===== src/rtl/cv_ctrl_pkg.sv =====
// Shared definitions for the ColecoVision controller-port engine: key codes,
// button vector layout and the quadrature Gray-step helper.
package cv_ctrl_pkg;

    localparam logic [3:0] CV_KEY_0      = 4'b0011;
    localparam logic [3:0] CV_KEY_1      = 4'b1110;
    localparam logic [3:0] CV_KEY_2      = 4'b1101;
    localparam logic [3:0] CV_KEY_3      = 4'b0110;
    localparam logic [3:0] CV_KEY_4      = 4'b0001;
    localparam logic [3:0] CV_KEY_5      = 4'b1001;
    localparam logic [3:0] CV_KEY_6      = 4'b0111;
    localparam logic [3:0] CV_KEY_7      = 4'b1100;
    localparam logic [3:0] CV_KEY_8      = 4'b1000;
    localparam logic [3:0] CV_KEY_9      = 4'b1011;
    localparam logic [3:0] CV_KEY_STAR   = 4'b1010;
    localparam logic [3:0] CV_KEY_HASH   = 4'b0101;
    localparam logic [3:0] CV_KEY_PURPLE = 4'b0100;
    localparam logic [3:0] CV_KEY_BLUE   = 4'b0010;
    localparam logic [3:0] CV_KEY_NONE   = 4'b1111;

    localparam int BTN_W = 20;
    typedef logic [BTN_W-1:0] ctrl_btn_t;

    localparam int BTN_R      = 0;
    localparam int BTN_L      = 1;
    localparam int BTN_D      = 2;
    localparam int BTN_U      = 3;
    localparam int BTN_FIRE1  = 4;
    localparam int BTN_FIRE2  = 5;
    localparam int BTN_KEY0   = 6;
    localparam int BTN_KEYS_N = 12;
    localparam int BTN_PURPLE = 18;
    localparam int BTN_BLUE   = 19;

    // Entry i is the code for button bit BTN_KEY0+i; lower i wins priority.
    localparam logic [13:0][3:0] KEY_CODES = {
        CV_KEY_BLUE, CV_KEY_PURPLE, CV_KEY_HASH, CV_KEY_STAR,
        CV_KEY_9, CV_KEY_8, CV_KEY_7, CV_KEY_6, CV_KEY_5,
        CV_KEY_4, CV_KEY_3, CV_KEY_2, CV_KEY_1, CV_KEY_0
    };

    localparam logic [1:0] PHASE_RESET = 2'b11;

    function automatic logic [1:0] gray_step(input logic [1:0] phase, input logic fwd);
        logic [1:0] nxt;
        case (phase)
            2'b00:   nxt = fwd ? 2'b01 : 2'b10;
            2'b01:   nxt = fwd ? 2'b11 : 2'b00;
            2'b11:   nxt = fwd ? 2'b10 : 2'b01;
            default: nxt = fwd ? 2'b00 : 2'b11;
        endcase
        return nxt;
    endfunction

endpackage


===== src/rtl/cv_ctrl_debounce.sv =====
// Per-bit debounce: a bit's filtered value follows raw only after raw has
// differed from it for DEB_TICKS consecutive ce ticks.
module cv_ctrl_debounce #(
    parameter int WIDTH     = 20,
    parameter int DEB_TICKS = 8
) (
    input  logic             clk_sys,
    input  logic             reset,
    input  logic             ce,
    input  logic [WIDTH-1:0] raw,
    output logic [WIDTH-1:0] filt
);

    localparam logic [7:0] LAST = 8'(DEB_TICKS - 1);

    logic [7:0] cnt [WIDTH];

    always_ff @(posedge clk_sys) begin
        if (reset) begin
            filt <= '0;
            for (int i = 0; i < WIDTH; i++) begin
                cnt[i] <= '0;
            end
        end else if (ce) begin
            for (int i = 0; i < WIDTH; i++) begin
                if (raw[i] == filt[i]) begin
                    cnt[i] <= '0;
                end else if (cnt[i] == LAST) begin
                    filt[i] <= raw[i];
                    cnt[i]  <= '0;
                end else begin
                    cnt[i] <= cnt[i] + 8'd1;
                end
            end
        end
    end

endmodule


===== src/rtl/cv_ctrl_mux.sv =====
// ColecoVision controller-port engine: debounced buttons, registered keypad
// encoder and quadrature spinner per port. Optional turbo fire: CV_CTRL_TURBO_EN.
module cv_ctrl_mux
    import cv_ctrl_pkg::*;
#(
    parameter int NUM_PORTS = 2,
    parameter int DEB_TICKS = 8,
    parameter int ACC_W     = 10,
    parameter int STEP_DIV  = 64,
    parameter int TURBO_DIV = 16384
) (
    input  logic                      clk_sys,
    input  logic                      reset,
    input  logic                      ce,
    input  logic [NUM_PORTS-1:0][31:0] joy_i,
    input  logic [NUM_PORTS-1:0][8:0]  spin_i,
    input  logic [NUM_PORTS-1:0]       ctrl_p5_i,
    input  logic [NUM_PORTS-1:0]       ctrl_p8_i,
`ifdef CV_CTRL_TURBO_EN
    input  logic [NUM_PORTS-1:0]       turbo_en_i,
`endif
    output logic [NUM_PORTS-1:0][3:0]  ctrl_p14_o,
    output logic [NUM_PORTS-1:0]       ctrl_p6_o,
    output logic [NUM_PORTS-1:0]       ctrl_p7_o,
    output logic [NUM_PORTS-1:0]       ctrl_p9_o
);

    localparam int SDIV_W = $clog2(STEP_DIV);
    // Headroom so acc + delta - 1 never wraps before saturation.
    localparam int SUM_W  = ((ACC_W > 8) ? ACC_W : 8) + 2;
    localparam logic signed [SUM_W-1:0] ACC_MAX = SUM_W'((1 << (ACC_W - 1)) - 1);

    function automatic logic signed [ACC_W-1:0] sat_acc(input logic signed [SUM_W-1:0] v);
        logic signed [SUM_W-1:0] lim;
        lim = v;
        if (v > ACC_MAX) begin
            lim = ACC_MAX;
        end else if (v < -ACC_MAX) begin
            lim = -ACC_MAX;
        end
        return lim[ACC_W-1:0];
    endfunction

    function automatic logic [3:0] keypad_encode(input ctrl_btn_t b);
        logic [3:0] code;
        code = CV_KEY_NONE;
        for (int i = BTN_BLUE; i >= BTN_KEY0; i--) begin
            if (b[5'(i)]) begin
                code = KEY_CODES[4'(i - BTN_KEY0)];
            end
        end
        return code;
    endfunction

    logic [SDIV_W-1:0] step_cnt;
    logic              step_tick;

    assign step_tick = ce && (step_cnt == SDIV_W'(STEP_DIV - 1));

    always_ff @(posedge clk_sys) begin
        if (reset) begin
            step_cnt <= '0;
        end else if (ce) begin
            step_cnt <= step_tick ? '0 : step_cnt + SDIV_W'(1);
        end
    end

`ifdef CV_CTRL_TURBO_EN
    localparam int TDIV_W = (TURBO_DIV > 1) ? $clog2(TURBO_DIV) : 1;

    logic [TDIV_W-1:0] turbo_cnt;
    logic              wave;

    // Wave starts high so a fresh press fires immediately.
    always_ff @(posedge clk_sys) begin
        if (reset) begin
            turbo_cnt <= '0;
            wave      <= 1'b1;
        end else if (ce) begin
            if (turbo_cnt == TDIV_W'(TURBO_DIV - 1)) begin
                turbo_cnt <= '0;
                wave      <= ~wave;
            end else begin
                turbo_cnt <= turbo_cnt + TDIV_W'(1);
            end
        end
    end
`endif

    for (genvar p = 0; p < NUM_PORTS; p++) begin : g_port
        ctrl_btn_t filt;
        logic      unused_joy_hi;
        logic      fire1_eff;
        logic [3:0] p14_r;
        logic       p6_r;

        assign unused_joy_hi = ^joy_i[p][31:BTN_W];

        cv_ctrl_debounce #(
            .WIDTH     (BTN_W),
            .DEB_TICKS (DEB_TICKS)
        ) u_deb (
            .clk_sys (clk_sys),
            .reset   (reset),
            .ce      (ce),
            .raw     (joy_i[p][BTN_W-1:0]),
            .filt    (filt)
        );

`ifdef CV_CTRL_TURBO_EN
        assign fire1_eff = filt[BTN_FIRE1] & (~turbo_en_i[p] | wave);
`else
        assign fire1_eff = filt[BTN_FIRE1];
`endif

        always_ff @(posedge clk_sys) begin
            if (reset) begin
                p14_r <= CV_KEY_NONE;
                p6_r  <= 1'b1;
            end else begin
                p14_r <= (ctrl_p5_i[p] ? CV_KEY_NONE : keypad_encode(filt))
                       & (ctrl_p8_i[p] ? CV_KEY_NONE
                                       : ~{filt[BTN_U], filt[BTN_D], filt[BTN_L], filt[BTN_R]});
                p6_r  <= (ctrl_p5_i[p] | ~filt[BTN_FIRE2]) & (ctrl_p8_i[p] | ~fire1_eff);
            end
        end

        assign ctrl_p14_o[p] = p14_r;
        assign ctrl_p6_o[p]  = p6_r;

        logic signed [ACC_W-1:0] acc;
        logic [1:0]              phase;
        logic                    last_tog;
        logic                    fresh;
        logic                    stepping;
        logic signed [SUM_W-1:0] acc_x;
        logic signed [SUM_W-1:0] delta_x;
        logic signed [SUM_W-1:0] step_adj;
        logic signed [SUM_W-1:0] sum;

        assign fresh = spin_i[p][8] != last_tog;

        // A delta and a step in the same tick combine before saturation.
        always_comb begin
            stepping = step_tick && (acc != '0);
            acc_x    = {{(SUM_W-ACC_W){acc[ACC_W-1]}}, acc};
            delta_x  = '0;
            if (fresh) begin
                delta_x = {{(SUM_W-8){spin_i[p][7]}}, spin_i[p][7:0]};
            end
            step_adj = '0;
            if (stepping) begin
                step_adj = acc[ACC_W-1] ? '1 : SUM_W'(1);
            end
            sum = acc_x + delta_x - step_adj;
        end

        always_ff @(posedge clk_sys) begin
            if (reset) begin
                acc      <= '0;
                phase    <= PHASE_RESET;
                last_tog <= spin_i[p][8];
            end else if (ce) begin
                if (fresh) begin
                    last_tog <= spin_i[p][8];
                end
                acc <= sat_acc(sum);
                if (stepping) begin
                    phase <= gray_step(phase, ~acc[ACC_W-1]);
                end
            end
        end

        assign ctrl_p7_o[p] = phase[0];
        assign ctrl_p9_o[p] = phase[1];
    end

endmodule


===== config.mk =====
export PLATFORM = sky130hd
export DESIGN_NAME = cv_ctrl_mux
export DESIGN_NICKNAME = d
export VERILOG_FILES = /design/src/rtl/cv_ctrl_pkg.sv /design/src/rtl/cv_ctrl_debounce.sv /design/src/rtl/cv_ctrl_mux.sv
export SDC_FILE = /design/constraint.sdc
export NUM_CORES = 1
export LEC_CHECK = 0
export ABC_AREA = 1
export BUFFER_PORTS_ARGS = -buffer_cell sky130_fd_sc_hd__buf_2
export CAP_MARGIN = 15
export CORE_MARGIN = 2
export CORE_UTILIZATION = 64
export DETAILED_ROUTE_END_ITERATION = 7
export GPL_ROUTABILITY_DRIVEN = 0
export PLACE_DENSITY = 0.81
export SLEW_MARGIN = 5
export SYNTH_ARGS = -nofsm -noshare
export SYNTH_HDL_FRONTEND = slang
export SYNTH_HIERARCHICAL = 1
export SYNTH_SLANG_ARGS = --single-unit

===== constraint.sdc =====
create_clock -name clk_sys -period 6.46 [get_ports clk_sys]
set_clock_uncertainty 0.2 [all_clocks]
set_input_delay 0.323 -clock clk_sys [delete_from_list [all_inputs] [get_ports clk_sys]]
set_output_delay 0.323 -clock clk_sys [all_outputs]
set_load 0.03 [all_outputs]

==> flow_results.xml <==
<?xml version="1.0" encoding="UTF-8"?>
<metrics>
  <group name="routing">
    <metric name="number_of_violations_reported_at_the_end_of_detailed_routing_iteration_0" unit="">941</metric>
    <metric name="drt_pre_antenna_iters" unit="">7</metric>
    <metric name="drc" unit="">0</metric>
    <metric name="dr_total_vias" unit="">13500</metric>
    <metric name="drtAntennaViolNets" unit="">0</metric>
    <metric name="vias_per_cell" unit="">5.31</metric>
    <metric name="detail_route.wl_per_cell" unit="um">13.1</metric>
    <metric name="wirelength" unit="um">33200</metric>
  </group>
  <group name="timing">
    <metric name="finalSetupViolations" unit="">0</metric>
    <metric name="finalWorstPathRequiredPeriod" unit="ns">4.62</metric>
    <metric name="rsz0062_at_grt" unit="">false</metric>
    <metric name="tightest_slew" unit="ns">0.900</metric>
    <metric name="final.setup.tns" unit="ns">0</metric>
    <metric name="max_transition_viols_final" unit="">0</metric>
    <metric name="post-route-period-util" unit="%">71.5</metric>
    <metric name="final_hold_viol_count" unit="">0</metric>
    <metric name="highest_attainable_clock_frequency" unit="MHz">217</metric>
    <metric name="relSlewSlack" unit="%">39.7</metric>
  </group>
  <group name="die">
    <metric name="die_x_extent" unit="um">165</metric>
    <metric name="std_cell_rows" unit="">58</metric>
    <metric name="die_area" unit="um^2">27200</metric>
    <metric name="die_y" unit="um">165</metric>
    <metric name="initial_cell_density_of_the_core" unit="%">65.5</metric>
    <metric name="core_area" unit="um^2">25300</metric>
    <metric name="top_level_ports" unit="">103</metric>
  </group>
  <group name="logic_synthesis">
    <metric name="synth_area" unit="um^2">16600</metric>
    <metric name="syn_area_per_cell" unit="um^2">7.99</metric>
    <metric name="warnings_from_yosys" unit="">6</metric>
    <metric name="syn-instance-count" unit="">2077</metric>
    <metric name="synthesis.nets" unit="">2237</metric>
  </group>
  <group name="global_routing">
    <metric name="grt_antenna_before_repair" unit="">0</metric>
    <metric name="gr-usage-all-layers" unit="%">24.8</metric>
    <metric name="first_global_vias" unit="">13000</metric>
    <metric name="globalRoute.totalOverflow" unit="">0</metric>
    <metric name="grt_first_pass_wirelength" unit="um">56700</metric>
    <metric name="grt_max_degree" unit="">69</metric>
  </group>
  <group name="setup_path">
    <metric name="worstPathMaxFanout" unit="">9</metric>
    <metric name="worst_r2r_path_depth" unit="">24</metric>
    <metric name="launch_point_of_the_worst_path" unit="">step_cnt[0]</metric>
    <metric name="timing_worst_setup_path_type" unit="">reg2reg</metric>
    <metric name="crit-reg2reg-launch" unit="">step_cnt[0]</metric>
    <metric name="path_cells" unit="">ha_1, nand3_1, nor2_1, nand2_1, nor2_1, nand2_1, nor2_1, inv_1, fa_1, fa_1, nand2_1, nand2_2, nand3_2, nand2_1, nand2_1, nand2_1, nand2_1, nand2_1, nor2_1, nand2_1, nand2_4, nand4_1, nand2_1, inv_1</metric>
    <metric name="worst_ep_required_time" unit="ns">6.70</metric>
    <metric name="timing.critical_path.from_type" unit="">flop</metric>
    <metric name="timing.critical_path.slowest_stage_cell" unit="">sky130_fd_sc_hd__nor2_1</metric>
    <metric name="critical_path.max_stage_delay" unit="ns">0.73</metric>
    <metric name="worstSetupEndpointType" unit="">flop</metric>
    <metric name="worst_path_most_repeated_cell" unit="">sky130_fd_sc_hd__nand2_1</metric>
    <metric name="worst_ep_arrival_time" unit="ns">4.86</metric>
  </group>
  <group name="clock_network">
    <metric name="tritoncts" unit="">done</metric>
    <metric name="clk_transition_reported_paths" unit="ns">0.06</metric>
    <metric name="number_of_buffers_created_by_cts" unit="">31</metric>
    <metric name="clock_net_sink_count" unit="">276</metric>
    <metric name="worst_skew_pair.late_latency" unit="ns">0.55</metric>
    <metric name="number_of_h_tree_levels" unit="">1</metric>
    <metric name="cts_max_path_buffers" unit="">3</metric>
    <metric name="cts_root_buf" unit="">sky130_fd_sc_hd__clkbuf_16</metric>
  </group>
  <group name="power_and_ir_drop">
    <metric name="max-vdd-ir-drop" unit="V">0.000263</metric>
    <metric name="switching_power" unit="mW">1.95</metric>
    <metric name="intPower" unit="mW">3.74</metric>
    <metric name="power_per_cell_area" unit="nW/um^2">305</metric>
    <metric name="p_sw_share" unit="%">34.3</metric>
    <metric name="power.static_leakage" unit="nW">8.43</metric>
    <metric name="power.share.clock" unit="%">31.0</metric>
    <metric name="pwr-share-comb" unit="%">31.0</metric>
    <metric name="sequentialPowerShare" unit="%">38.0</metric>
  </group>
  <group name="finish">
    <metric name="layout-area-overhead-vs-synth" unit="%">12.1</metric>
    <metric name="share_of_layout_cells_above_drive_strength_1" unit="%">7.59</metric>
    <metric name="antennaDiodeCount" unit="">0</metric>
    <metric name="final_cell_count_no_fill" unit="">2542</metric>
    <metric name="nets" unit="">2348</metric>
  </group>
  <group name="status">
    <metric name="outcome" unit="">completed</metric>
  </group>
  <group name="job">
    <metric name="timing.max_cap.violations" unit="">0</metric>
  </group>
  <group name="worst_hold_path">
    <metric name="hold_path.class" unit="">in2reg</metric>
    <metric name="worst_hold_path.num_cells" unit="">4</metric>
    <metric name="beginning_of_the_worst_hold_path" unit="">ce</metric>
  </group>
  <group name="place">
    <metric name="dp.cells" unit="">2450</metric>
    <metric name="io_buffers" unit="">64</metric>
    <metric name="place.detailed.hpwl" unit="um">22800</metric>
  </group>
</metrics>
[power groups by stage]
stage / Combinational, mW / Sequential [mW] / Clock, mW
after floorplan: 1.40 / 2.17 / 0
after global placement: 1.67 / 2.19 / 0
after detailed placement: 1.72 / 2.19 / 0
after CTS: 1.75 / 2.16 / 1.79
after global routing: 2.01 / 2.18 / 1.87
final: 1.76 / 2.16 / 1.76
[final timing paths]
path / endpoint / slack (ns)
max: g_port[0].acc[0] / 1.84
max reg2reg: g_port[0].acc[0] / 1.84
min reg2reg: step_cnt[5] / 0.28
min: g_port[0].u_deb/filt[9] / 0.20
[placed cells by master (no fill, tap or decap), drive strengths merged, types with 5 or more instances in the layout]
cell type      n
nor3          29
nor4           5
nand3        138
buf           70
edfxtp       210
dfxtp         66
inv          352
o21ai         53
nand2        454
or2            5
a21oi        116
bufinv         5
nor2         366
fa            18
nand4         32
clkbuf        33
dlygate4sd3   35
ha            53
xnor2         38
nand3b        30
clkinv        17
xor2          65
[critical path: cells and delay by family (launching register included)]
kind	cells	cell delay [ns]
adders and majority gates	3	1.24
buffers and inverters	2	0.21
DFF	1	0.38
and+or+nand+nor	19	2.47
[registers in the layout, indices dropped and copies added (netlist names)]
name and cells:
step_cnt 6, g_port.p14_r 8, g_port.p6_r 2, g_port.acc 20
g_port.u_deb/filt 26, g_port.u_deb/cnt 208, g_port.phase 4, g_port.last_tog 2
[metal layers]
metal	part of all wire, %	vias to the layer above	track usage (%)
met5	0	-	0
met4	2.3	0	7.00
met3	4.3	69	2.75
met2	49	315	43.8
met1	45	6224	32.3
li1	-	6898	-
[what timing repair did]
item,4_1_cts,5_1_grt
gates resized for setup,0,0
hold buffers,35,0
hold endpoints to repair,41,0
setup buffers,0,0
[final cells by class]
cell class / count / area (um^2)
timing repair buffer: 105 / 716
multi-input combinational: 1422 / 7510
fill: 1873 / 6720
clock buffer: 33 / 783
inverter: 352 / 1320
clock inverter: 24 / 239
sequential: 276 / 7630
tap: 330 / 413
[through the flow]
stage | power [mW] | instance area (um^2) | worst slack [ns] | utilization [%] | hold WS [ns]
after detailed placement | 3.91 | 17200 | 1.59 | 68.1 | 0.264
after global routing | 6.06 | 18600 | 1.34 | 73.5 | 0.209
after floorplan | 3.56 | 16600 | 2.45 | - | 0.222
after CTS | 5.70 | 18600 | 1.80 | 73.5 | 0.170
final | 5.69 | 18600 | 1.84 | 73.5 | 0.196
after global placement | 3.86 | 17200 | 1.77 | 68.1 | 0.252
Note: power is estimated with default switching activity, not from simulation.
